===== config.mk =====
export PLATFORM = sky130hd
export DESIGN_NAME = fifo_wr_arbiter_flat
export DESIGN_NICKNAME = d
export VERILOG_FILES = /design/src/rtl/fifo_wr_arbiter_if.sv /design/src/rtl/fifo_wr_arbiter.sv /design/src/flat_wrapper.sv
export SDC_FILE = /design/constraint.sdc
export NUM_CORES = 1
export LEC_CHECK = 0
export ABC_AREA = 0
export BUFFER_PORTS_ARGS = -buffer_cell sky130_fd_sc_hd__buf_2
export CAP_MARGIN = 20
export CELL_PAD_IN_SITES_DETAIL_PLACEMENT = 1
export CELL_PAD_IN_SITES_GLOBAL_PLACEMENT = 2
export CORE_MARGIN = 3
export CORE_UTILIZATION = 17
export DETAILED_ROUTE_END_ITERATION = 10
export PLACE_DENSITY_LB_ADDON = 0.1
export SLEW_MARGIN = 20
export SYNTH_ARGS = -nofsm -noshare
export SYNTH_HDL_FRONTEND = slang
export SYNTH_SLANG_ARGS = --single-unit

===== constraint.sdc =====
create_clock -name clk -period 2.7 [get_ports clk]
set_input_delay 0.54 -clock clk [delete_from_list [all_inputs] [get_ports clk]]
set_output_delay 0.54 -clock clk [all_outputs]
set_load 0.01 [all_outputs]

===== src/rtl/fifo_wr_arbiter_if.sv =====
// Write-side bundle between N producers, the round-robin arbiter and the FIFO slave port.
interface fifo_wr_arbiter_if #(
    parameter int N    = 4,
    parameter int SIZE = 32,
    parameter int IDW  = $clog2(N)
);
    logic [N-1:0]      s_valid;
    logic [N-1:0]      s_ready;
    logic [N*SIZE-1:0] s_data;
    logic [N-1:0]      s_last;
    logic              m_valid;
    logic              m_ready;
    logic [SIZE-1:0]   m_data;
    logic [IDW-1:0]    m_src;
    logic              m_last;
    logic [N-1:0]      grant;

    // Environment side: producers drive s_*, the FIFO drives m_ready.
    modport master (
        output s_valid, s_data, s_last, m_ready,
        input  s_ready, m_valid, m_data, m_src, m_last, grant
    );

    // Arbiter side.
    modport slave (
        input  s_valid, s_data, s_last, m_ready,
        output s_ready, m_valid, m_data, m_src, m_last, grant
    );
endinterface


===== src/rtl/fifo_wr_arbiter.sv =====
// Round-robin arbiter sharing one FIFO write port between N producers.
// A grant is locked for a burst (s_last or MAXBURST beats); data passes through combinationally.
module fifo_wr_arbiter #(
    parameter int N        = 4,
    parameter int SIZE     = 32,
    parameter int MAXBURST = 4,
    parameter int IDW      = $clog2(N),
    parameter int CNTW     = $clog2(MAXBURST + 1)
) (
    input  logic             clk,
    input  logic             rstn,
    fifo_wr_arbiter_if.slave bus
);
    typedef enum logic {ARB, LOCK} state_t;

    state_t          state_q, state_d;
    logic [N-1:0]    grant_q, grant_d;
    logic [IDW-1:0]  rr_ptr_q, rr_ptr_d;
    logic [IDW-1:0]  src_q, src_d;
    logic [CNTW-1:0] beat_cnt_q, beat_cnt_d;

    logic [N-1:0]    rot;
    logic [IDW-1:0]  pick;
    logic            pick_vld;
    logic            g_vld;
    logic            g_last;
    logic [SIZE-1:0] g_data;
    logic            m_valid;
    logic            m_last;
    logic [SIZE-1:0] m_data;
    logic [N-1:0]    s_ready;

    // Rotate requests so bit 0 is the rr_ptr position, then take the lowest set bit.
    always_comb begin
        logic [IDW:0] sum;
        rot      = N'({bus.s_valid, bus.s_valid} >> rr_ptr_q);
        pick     = '0;
        pick_vld = 1'b0;
        sum      = '0;
        for (int k = N - 1; k >= 0; k--) begin
            if (rot[k]) begin
                sum = {1'b0, rr_ptr_q} + (IDW+1)'(k);
                if (sum >= (IDW+1)'(N)) sum = sum - (IDW+1)'(N);
                pick     = IDW'(sum);
                pick_vld = 1'b1;
            end
        end
    end

    // Select the granted producer's valid/last/data without variable-width indexing.
    always_comb begin
        g_vld  = 1'b0;
        g_last = 1'b0;
        g_data = '0;
        for (int k = 0; k < N; k++) begin
            if (src_q == IDW'(k)) begin
                g_vld  = bus.s_valid[k];
                g_last = bus.s_last[k];
                g_data = bus.s_data[k*SIZE +: SIZE];
            end
        end
    end

    // Next-state and pass-through outputs; ARB keeps the FIFO port quiet.
    always_comb begin
        state_d    = state_q;
        grant_d    = grant_q;
        rr_ptr_d   = rr_ptr_q;
        src_d      = src_q;
        beat_cnt_d = beat_cnt_q;
        m_valid    = 1'b0;
        m_last     = 1'b0;
        m_data     = '0;
        s_ready    = '0;
        case (state_q)
            ARB: begin
                if (pick_vld) begin
                    grant_d    = N'(1) << pick;
                    src_d      = pick;
                    beat_cnt_d = '0;
                    state_d    = LOCK;
                end
            end
            LOCK: begin
                m_valid = g_vld;
                m_data  = g_data;
                m_last  = g_last | (beat_cnt_q == CNTW'(MAXBURST - 1));
                s_ready = grant_q & {N{bus.m_ready}};
                if (m_valid && bus.m_ready) begin
                    beat_cnt_d = beat_cnt_q + CNTW'(1);
                    if (m_last) begin
                        // The producer just served drops to lowest priority.
                        rr_ptr_d = (src_q == IDW'(N - 1)) ? '0 : src_q + IDW'(1);
                        grant_d  = '0;
                        state_d  = ARB;
                    end
                end
            end
            default: state_d = ARB;
        endcase
    end

    // State registers; asynchronous reset abandons any burst in flight.
    always_ff @(posedge clk or negedge rstn) begin
        if (!rstn) begin
            state_q    <= ARB;
            grant_q    <= '0;
            rr_ptr_q   <= '0;
            src_q      <= '0;
            beat_cnt_q <= '0;
        end else begin
            state_q    <= state_d;
            grant_q    <= grant_d;
            rr_ptr_q   <= rr_ptr_d;
            src_q      <= src_d;
            beat_cnt_q <= beat_cnt_d;
        end
    end

    assign bus.m_valid = m_valid;
    assign bus.m_data  = m_data;
    assign bus.m_last  = m_last;
    assign bus.m_src   = src_q;
    assign bus.s_ready = s_ready;
    assign bus.grant   = grant_q;
endmodule

===== src/flat_wrapper.sv =====
// flat-port wrapper written by rule: the top's interface ports become plain ports
module fifo_wr_arbiter_flat 
#(
    parameter int N        = 4,
    parameter int SIZE     = 32,
    parameter int MAXBURST = 4,
    parameter int IDW      = $clog2(N),
    parameter int CNTW     = $clog2(MAXBURST + 1)
)
  (clk, rstn, bus_s_valid, bus_s_data, bus_s_last, bus_m_ready, bus_s_ready, bus_m_valid, bus_m_data, bus_m_src, bus_m_last, bus_grant);
  fifo_wr_arbiter_if #(.N(N), .SIZE(SIZE), .IDW(IDW)) bus_i ();
  input  logic clk;
  input  logic rstn;
  input wire logic [$bits(bus_i.s_valid)-1:0] bus_s_valid;
  input wire logic [$bits(bus_i.s_data)-1:0] bus_s_data;
  input wire logic [$bits(bus_i.s_last)-1:0] bus_s_last;
  input wire logic [$bits(bus_i.m_ready)-1:0] bus_m_ready;
  output wire logic [$bits(bus_i.s_ready)-1:0] bus_s_ready;
  output wire logic [$bits(bus_i.m_valid)-1:0] bus_m_valid;
  output wire logic [$bits(bus_i.m_data)-1:0] bus_m_data;
  output wire logic [$bits(bus_i.m_src)-1:0] bus_m_src;
  output wire logic [$bits(bus_i.m_last)-1:0] bus_m_last;
  output wire logic [$bits(bus_i.grant)-1:0] bus_grant;
  assign bus_i.s_valid = bus_s_valid;
  assign bus_i.s_data = bus_s_data;
  assign bus_i.s_last = bus_s_last;
  assign bus_i.m_ready = bus_m_ready;
  assign bus_s_ready = bus_i.s_ready;
  assign bus_m_valid = bus_i.m_valid;
  assign bus_m_data = bus_i.m_data;
  assign bus_m_src = bus_i.m_src;
  assign bus_m_last = bus_i.m_last;
  assign bus_grant = bus_i.grant;
  fifo_wr_arbiter #(.N(N), .SIZE(SIZE), .MAXBURST(MAXBURST), .IDW(IDW), .CNTW(CNTW)) u_core (.clk(clk), .rstn(rstn), .bus(bus_i));
endmodule

==> flow_metrics.py, run 1 <==
metrics = {
    "global_routing": {
        "use_met3_pct": 2.935,
        "grt_usage_pct": 14.26,
        "antenna_found_initial": 0,
        "grt_pass1_vias": 2717,
        "top_usage_layer": "met2",
        "grt_pass1_wl_mm": 14.73,
        "grtUsageMet2_pct": 25.38,
        "overflow": 0,
        "grt_max_degree": 69,
        "grtUsageMet1_pct": 18.33,
    },
    "sta": {
        "setup_violations": 0,
        "finClkSkew_ps": 3.027,
        "tightest_slew_ps": 568.2,
        "maxSlewViolCount": 0,
        "fmaxAchievable_mhz": 390.3,
        "min_period_ps": 2562,
        "rsz0062_at_grt": "false",
        "relSlewSlack_pct": 61.77,
        "fin_hold_ws_ps": 176.2,
        "fin_ws_ps": 138.0,
        "post-route-period-util_pct": 94.89,
        "hold_violations": 0,
        "fin_tns_setup_ps": 0,
    },
    "routing": {
        "wirelength_mm": 9.443,
        "vias_per_cell": 4.662,
        "drc_errors": 0,
        "drtPass1Iterations": 4,
        "routedWlPerCell_um": 16.45,
        "drtIter0Drc": 115,
        "ant_nets": 0,
        "vias": 2676,
    },
    "die": {
        "dieWidth_um": 111.7,
        "die-height_um": 111.7,
        "core-area_sq_mm": 0.01060,
        "rows": 37,
        "die_area_sq_mm": 0.01248,
        "start_util_pct": 17.92,
        "io_pins": 183,
    },
    "cts": {
        "clkLatencyLatePin_ps": 240,
        "hold_buffers": 0,
        "post-cts-setup-buffers": 0,
        "cts_tree": "yes",
        "clk_pin_slew_ps": 50,
        "clockRootBuffer": "clkbuf_8",
        "clock-sinks": 12,
        "cts_made_buffers": 3,
        "h-tree-depth": 1,
        "max-clock-path-buffers": 2,
    },
    "yosys": {
        "syn_nets": 413,
        "synth-seq-cells": 12,
        "ys_seq_area_share_pct": 15.81,
        "synth_area_sq_mm": 0.001899,
        "avgSynthCellArea_sq_um": 7.087,
        "synth_warnings": 0,
        "synthCells": 268,
        "ys_types": 34,
    },
    "critical_path": {
        "path_class": "register to output port",
        "r2r_end": "u_core.rr_ptr_q[0]$_DFFE_PN0P_",
        "timing.rr.start": "u_core.bus.m_src[1]$_DFFE_PN0P_",
        "end_kind": "output port",
        "cp_data_required_time_ps": 2160,
        "crit_path_start_kind": "register",
        "cp_max_fo": 68,
        "worstRegToRegCells": 7,
        "worstPathArrival_ps": 2020,
        "r2r_slack_ps": 450,
    },
    "pwr": {
        "power_density_mw_per_mm2": 1038,
        "irDropWorstVdd_mv": 0.3029,
        "leakagePower_nw": 1.662,
    },
    "layout": {
        "mostFrequentLayoutCells": "buf_2, a21oi_1, nand2_1",
        "nets": 585,
        "drive_above_1_share_pct": 47.26,
        "syn_to_final_growth_pct": 59.29,
        "final_common_cell": "buf_2",
        "finish.utilization_pct": 28.54,
        "diodes": 0,
    },
    "hold_path": {
        "hold_class": "input port to async pin",
    },
    "placement": {
        "hpwl_mm": 7.807,
        "numPortBuffers": 182,
        "place_ws_ps": 356.1,
        "gp_congestion": 0.7965,
    },
    "run_status": {
        "status": "completed",
    },
    "flow_run": {
        "maxCapViolCount": 0,
    },
}
## worst max-delay path by stage
stage,from,end,slack (ps),depth (start not counted)
after floorplan,u_core.bus.m_src[1]$_DFFE_PN0P_,bus_m_data[5],520,8
after CTS,u_core.bus.m_src[1]$_DFFE_PN0P_,bus_m_last,90,7
after detailed placement,u_core.bus.m_src[1]$_DFFE_PN0P_,bus_m_last,360,7
after global routing,u_core.bus.m_src[1]$_DFFE_PN0P_,bus_m_data[3],1,8
final,u_core.bus.m_src[1]$_DFFE_PN0P_,bus_m_last,140,7
after global placement,u_core.bus.m_src[1]$_DFFE_PN0P_,bus_m_last,410,7
## layer usage
layer  routed length [um]  part of all wire [%]  up-vias
met5                    0                     0        -
met4                   32                  0.34        0
met3                  600                   6.4        2
met2                 4643                    49      100
met1                 4167                    44     1234
li1                     -                     -     1340
## synthesized netlist by cell type, drive strengths merged
cell | number | area (sq um)
o211ai | 3 | 22.52
a211oi | 2 | 27.53
and3 | 4 | 25.02
and2 | 3 | 18.77
inv | 7 | 26.28
a211o | 2 | 18.77
o22ai | 3 | 18.77
nor4 | 1 | 6.260
o21a | 1 | 7.510
dfrtp | 12 | 300.3
mux2i | 1 | 10.01
a32o | 2 | 20.02
o21ai | 37 | 185.2
mux2 | 2 | 30.03
nor3b | 2 | 15.01
and3b | 32 | 280.3
or3 | 1 | 6.260
nand3b | 2 | 15.01
clkbuf | 19 | 71.32
nand2 | 37 | 138.9
o221ai | 1 | 8.760
nor3 | 1 | 5.000
ha | 6 | 75.07
nor2b | 1 | 8.760
nor2 | 5 | 18.77
a22o | 32 | 280.3
a21oi | 39 | 195.2
or2 | 2 | 12.51
a221o | 1 | 10.01
buf | 7 | 41.29
## power breakdown
part | leakage, nW | total, mW | switching (mW) | internal, mW
sequential | 0.150 | 0.333 | 0.0771 | 0.256
combinational | 1.49 | 2.64 | 1.42 | 1.22
clock | 0.0216 | 0.163 | 0.0645 | 0.0983
total | 1.66 | 3.14 | 1.56 | 1.58
## area by class of cell
cell class              count  area [sq um]
clock buffers               3         41.29
fillers                  1389          7576
inverters                   7         26.28
multi-input cells         223          1468
flip-flops and latches     12         301.5
well taps                 136         170.2
repair buffers            193          1018
## worst max-delay path: stages, from the launching register on
cell,delay (ps)
dfrtp_1,410
inv_1,110
ha_2,200
buf_12,230
a21oi_1,100
a221o_1,400
a21oi_1,170
buf_2,160
## cell families (layout without fill, tap and decap cells)
group           after synthesis  after routing  share of synthesized area, %
compound gates              123            123                         41.83
fa+ha+maj                     6              6                         3.952
buf+inv                      33            203                         7.313
flops                        12             12                         15.81
mux                           3              3                         2.108
simple gates                 91             91                         28.99
## stage by stage
step	power (mW)	instance area (sq um)	std cells
final	3.140	3025	574
after global routing	3.490	3025	574
after CTS	3.212	3024	574
after detailed placement	3.035	2983	571
after global placement	3.016	2983	571
after floorplan	2.038	1899	268
## timing repair
| action | in CTS | in global routing |
|---|---|---|
| endpoints found under the setup margin | 0 | 9 |
| resized for setup | 0 | 1 |
| endpoints found under the hold margin | 0 | 0 |
## registers in the layout, summed over array words and instances (netlist names)
register and flops:
u_core.bus.grant 4, u_core.beat_cnt_q 3, u_core.bus.m_src 2, u_core.rr_ptr_q 2
u_core.state_q 1
No activity file was read; power rests on OpenSTA's default activity.
==> inputs of run 2 (changes only) <==
Settings changed: PLACE_DENSITY set to 0.87, PLACE_DENSITY_LB_ADDON 0.1 to not set.
==> run 2 against run 1 <==
- global-route usage decreased by 0.83 points
- count of clock-buffer cells in the layout grew 1
- combinational power barely moved
- critical path depth up 1
- power grew 0.89%
- critical path type unchanged
- critical endpoint is now bus_m_data[30]
- largest cell class unchanged
==> flow_metrics.py, run 2 (same netlist as run 1, synthesis figures left out) <==
metrics = {
    "sta": {
        "hold_violations": 0,
        "fmaxAchievable_mhz": 395.0,
        "setup_violations": 0,
        "fin_tns_setup_ps": 0,
        "min_period_ps": 2531,
        "tightest_slew_ps": 453.7,
        "post-route-period-util_pct": 93.75,
        "rsz0062_at_grt": "false",
        "fin_hold_ws_ps": 166.3,
        "finClkSkew_ps": 1.612,
        "fin_ws_ps": 168.7,
        "relSlewSlack_pct": 69.48,
        "maxSlewViolCount": 0,
    },
    "cts": {
        "clkLatencyLatePin_ps": 240,
        "clk_pin_slew_ps": 50,
        "cts_tree": "yes",
        "h-tree-depth": 1,
        "clock-sinks": 12,
        "cts_made_buffers": 3,
        "clockRootBuffer": "clkbuf_8",
        "max-clock-path-buffers": 2,
        "hold_buffers": 0,
    },
    "global_routing": {
        "grt_usage_pct": 13.43,
        "grt_pass1_vias": 2791,
        "grt_max_degree": 48,
        "grt_pass1_wl_mm": 14.17,
        "overflow": 0,
        "antenna_found_initial": 0,
    },
    "die": {
        "dieWidth_um": 111.7,
        "start_util_pct": 17.92,
        "die-height_um": 111.7,
        "core-area_sq_mm": 0.01060,
        "io_pins": 183,
        "die_area_sq_mm": 0.01248,
        "rows": 37,
    },
    "routing": {
        "drtIter0Drc": 100,
        "routedWlPerCell_um": 16.08,
        "ant_nets": 0,
        "vias": 2676,
        "drtPass1Iterations": 4,
        "drc_errors": 0,
        "wirelength_mm": 9.229,
        "vias_per_cell": 4.662,
    },
    "layout": {
        "largest_register_ffs": 4,
        "seqCellArea_sq_um": 301.5,
        "final_area_sq_mm": 0.003047,
        "syn_to_final_growth_pct": 60.41,
        "final_common_cell": "buf_2",
        "nFillCells": 1364,
        "nets": 584,
        "diodes": 0,
        "instances_no_fill": 574,
        "multiInputGateArea_sq_mm": 0.001478,
        "mostFrequentLayoutCells": "buf_2, a21oi_1, nand2_1",
        "drive_above_1_share_pct": 47.26,
        "finish.utilization_pct": 28.74,
    },
    "critical_path": {
        "slowest_delay_ps": 410,
        "cp_data_required_time_ps": 2160,
        "crit_path_start_kind": "register",
        "path_class": "register to output port",
        "worstPathArrival_ps": 1990,
        "cp_cell_sequence": "inv_1, ha_4, buf_4, and3b_1, a21oi_1, o21ai_0, a22o_1, buf_2",
        "cp_max_fo": 18,
        "slowest_stage": "dfrtp_1",
        "end_kind": "output port",
        "worstRegToRegCells": 7,
    },
    "placement": {
        "gp_congestion": 0.8560,
        "numPortBuffers": 182,
        "placed_area_sq_mm": 0.002955,
        "hpwl_mm": 7.585,
        "place_ws_ps": 303.4,
        "place_inst": 569,
    },
    "flow_run": {
        "maxCapViolCount": 0,
    },
    "pwr": {
        "power_density_mw_per_mm2": 1040,
        "irDropWorstVdd_mv": 0.3347,
        "finalPower_mw": 3.168,
        "leakagePower_nw": 1.667,
    },
    "run_status": {
        "status": "completed",
    },
    "hold_path": {
        "hold_class": "input port to async pin",
    },
}
==> run 2: final cells by class <==
cell class,count,area share (%)
multi-input combinational,223,48.50
sequential,12,9.897
clock buffer,4,1.807
timing repair buffer,192,33.35
inverter,7,0.8624
tap,136,5.585
==> run 2: metal layers <==
layer	up-vias	share of wire [%]	GRT usage [%]
met1	1242	40	16.51
met3	4	7.2	3.098
met2	92	52	24.66
met5	-	0	0
li1	1338	-	-
met4	0	0.25	1.217
==> run 2: power by group <==
part	total (mW)	switching, mW	internal [mW]
registers	0.344	0.0882	0.256
logic	2.63	1.42	1.21
clock network	0.196	0.0672	0.129
total	3.17	1.57	1.60
==> run 2: what timing repair did <==
item,4_1_cts,5_1_grt
endpoints found under the setup margin,0,4
hold endpoints to repair,0,0
resized for setup,0,3
buffers inserted,0,0
==> run 2: critical path: cells and delay by family (launching register included) <==
| family | cells | cell delay [ps] |
|---|---|---|
| buffers and inverters | 3 | 510 |
| AOI/OAI and AO/OA | 3 | 420 |
| DFF | 1 | 410 |
| and+or+nand+nor | 1 | 190 |
| adders and majority gates | 1 | 220 |
==> run 2: path summary, 6_finish.rpt <==
path | startpoint | endpoint | slack, ps
setup reg to reg | u_core.bus.m_src[1]$_DFFE_PN0P_ | u_core.rr_ptr_q[1]$_DFFE_PN0P_ | 400
max in group asynchronous | rstn | u_core.bus.m_src[0]$_DFFE_PN0P_ | 2310
min in group clk | u_core.beat_cnt_q[0]$_DFFE_PN0P_ | u_core.beat_cnt_q[0]$_DFFE_PN0P_ | 530
setup / recovery | u_core.bus.m_src[1]$_DFFE_PN0P_ | bus_m_data[30] | 170
hold / removal | rstn | u_core.rr_ptr_q[0]$_DFFE_PN0P_ | 170
hold reg to reg | u_core.beat_cnt_q[0]$_DFFE_PN0P_ | u_core.beat_cnt_q[0]$_DFFE_PN0P_ | 530
==> inputs of run 3 (changes only) <==
Settings changed: BUFFER_PORTS_ARGS -buffer_cell sky130_fd_sc_hd__buf_2 to -buffer_cell sky130_fd_sc_hd__buf_4, CORE_ASPECT_RATIO set to 0.9, CORE_MARGIN 3 to not set.
==> run 3 against run 2 <==
- sequential share of layout area shrank 1.4 points
- critical endpoint is now bus_m_data[31]
- clock skew fell by 0.61 ps
- worst hold slack got worse by 37 ps
- sequential power rose by 2%
- core utilization increased by 4.1 points
- fmax rose by 1.3%
- count of clock-buffer cells in the layout did not move
- flip-flop and latch count stayed put
- clock power grew 57%
- highest routed layer unchanged
==> flow_metrics.py, run 3 (same netlist as run 1, synthesis figures left out) <==
metrics = {
    "routing": {
        "routedWlPerCell_um": 16.27,
        "vias_per_cell": 4.643,
        "drtPass1Iterations": 4,
        "ant_nets": 0,
        "wirelength_mm": 9.566,
        "drc_errors": 0,
        "drtIter0Drc": 129,
        "vias": 2730,
    },
    "die": {
        "dieWidth_um": 113.4,
        "io_pins": 183,
        "start_util_pct": 17.50,
        "core-area_sq_mm": 0.01086,
        "rows": 36,
        "die_area_sq_mm": 0.01160,
        "die-height_um": 102.3,
    },
    "critical_path": {
        "timing.rr.start": "u_core.bus.m_src[1]$_DFFE_PN0P_",
        "path_class": "register to output port",
        "end_kind": "output port",
        "worstRegToRegCells": 7,
        "crit_path_start_kind": "register",
        "r2r_slack_ps": 430,
        "cp_data_required_time_ps": 2160,
        "worstPathArrival_ps": 1960,
        "cp_max_fo": 29,
        "r2r_end": "u_core.rr_ptr_q[0]$_DFFE_PN0P_",
    },
    "cts": {
        "cts_tree": "yes",
        "clk_pin_slew_ps": 40,
        "max-clock-path-buffers": 2,
        "cts_made_buffers": 3,
        "clock-sinks": 12,
        "h-tree-depth": 1,
        "clkLatencyLatePin_ps": 240,
        "clockRootBuffer": "clkbuf_16",
        "hold_buffers": 0,
    },
    "global_routing": {
        "grt_pass1_wl_mm": 14.92,
        "grt_max_degree": 38,
        "antenna_found_initial": 0,
        "top_usage_layer": "met2",
        "grt_usage_pct": 16.21,
        "grtUsageMet2_pct": 28.88,
        "use_met3_pct": 2.432,
        "grtUsageMet1_pct": 20.73,
        "grt_pass1_vias": 2869,
        "overflow": 0,
    },
    "sta": {
        "finClkSkew_ps": 1.002,
        "hold_violations": 0,
        "relSlewSlack_pct": 67.05,
        "min_period_ps": 2500,
        "rsz0062_at_grt": "false",
        "maxSlewViolCount": 0,
        "fmaxAchievable_mhz": 400.0,
        "setup_violations": 0,
        "tightest_slew_ps": 489.7,
        "post-route-period-util_pct": 92.58,
        "fin_tns_setup_ps": 0,
    },
    "placement": {
        "hpwl_mm": 7.733,
        "numPortBuffers": 182,
        "gp_congestion": 0.7286,
    },
    "flow_run": {
        "maxCapViolCount": 0,
    },
    "layout": {
        "diodes": 0,
        "drive_above_1_share_pct": 47.48,
        "finish.utilization_pct": 32.86,
        "syn_to_final_growth_pct": 87.81,
        "final_common_cell": "buf_4",
        "nets": 582,
        "mostFrequentLayoutCells": "buf_4, a21oi_1, nand2_1",
        "largest_register_ffs": 4,
    },
    "pwr": {
        "power_density_mw_per_mm2": 1025,
        "leakagePower_nw": 1.814,
        "irDropWorstVdd_mv": 0.3902,
    },
    "hold_path": {
        "hold_class": "input port to async pin",
    },
    "run_status": {
        "status": "completed",
    },
}
-- run 3: cell types whose count changed in the layout (fill, tap and decap cells not counted), moves of 2 or more --
cell / before / now
buf_12: 1 / 4
clkbuf_16: 1 / 3
buf_4: 8 / 185
buf_2: 182 / 0
clkbuf_8: 4 / 1
-- run 3: final cells by class --
| class | instances | area (sq um) |
|---|---|---|
| clock buffers | 4 | 88.84 |
| fillers | 1360 | 7288 |
| multi-input cells | 223 | 1480 |
| well taps | 152 | 190.2 |
| repair buffers | 190 | 1480 |
| inverters | 7 | 26.28 |
| flip-flops and latches | 12 | 301.5 |
-- run 3: through the flow --
step	power [mW]	area [sq um]	std cells	hold WS, ps	setup WS (ps)
finish	3.657	3567	588	129.8	200.3
global route	4.008	3567	588	140.7	30.50
detailed placement	3.357	3461	584	392.9	301.9
CTS	3.680	3550	588	135.7	37.05
floorplan	2.038	1899	268	244.4	516.5
global placement	3.298	3461	584	388.1	393.4
-- run 3: critical path, stage by stage (launching register included) --
cell and delay [ps]:
dfrtp_2 450, inv_1 110, ha_2 290, buf_4 320, nand2_1 140, o21ai_0 120, a22o_1 160, buf_4 110
-- run 3: timing repair --
action	4_1_cts	5_1_grt
endpoints found under the setup margin	0	19
setup buffers	0	0
gates resized for setup	0	5
-- run 3: how the worst max path moves through the flow --
stage	cells past startpoint	endpoint	from
after floorplan	8	bus_m_data[5]	u_core.bus.m_src[1]$_DFFE_PN0P_
after global placement	8	bus_m_data[7]	u_core.bus.m_src[1]$_DFFE_PN0P_
after detailed placement	7	u_core.rr_ptr_q[0]$_DFFE_PN0P_	u_core.bus.m_src[1]$_DFFE_PN0P_
after CTS	8	bus_m_data[7]	u_core.bus.m_src[1]$_DFFE_PN0P_
after global routing	8	bus_m_data[7]	u_core.bus.m_src[1]$_DFFE_PN0P_
final	7	bus_m_data[31]	u_core.bus.m_src[0]$_DFFE_PN0P_
-- run 3: power by group --
group,leakage [nW],switching [mW],total (mW),internal (mW)
clock network,0.0442,0.0837,0.308,0.224
registers,0.150,0.0952,0.352,0.256
logic,1.62,1.46,3.00,1.53
total,1.81,1.64,3.66,2.01
-- run 3: per-layer routing --
layer	vias up	part of all wire, %
met5	-	0
met1	1273	43
met3	10	6.4
met2	113	49
li1	1334	-
met4	0	1.3
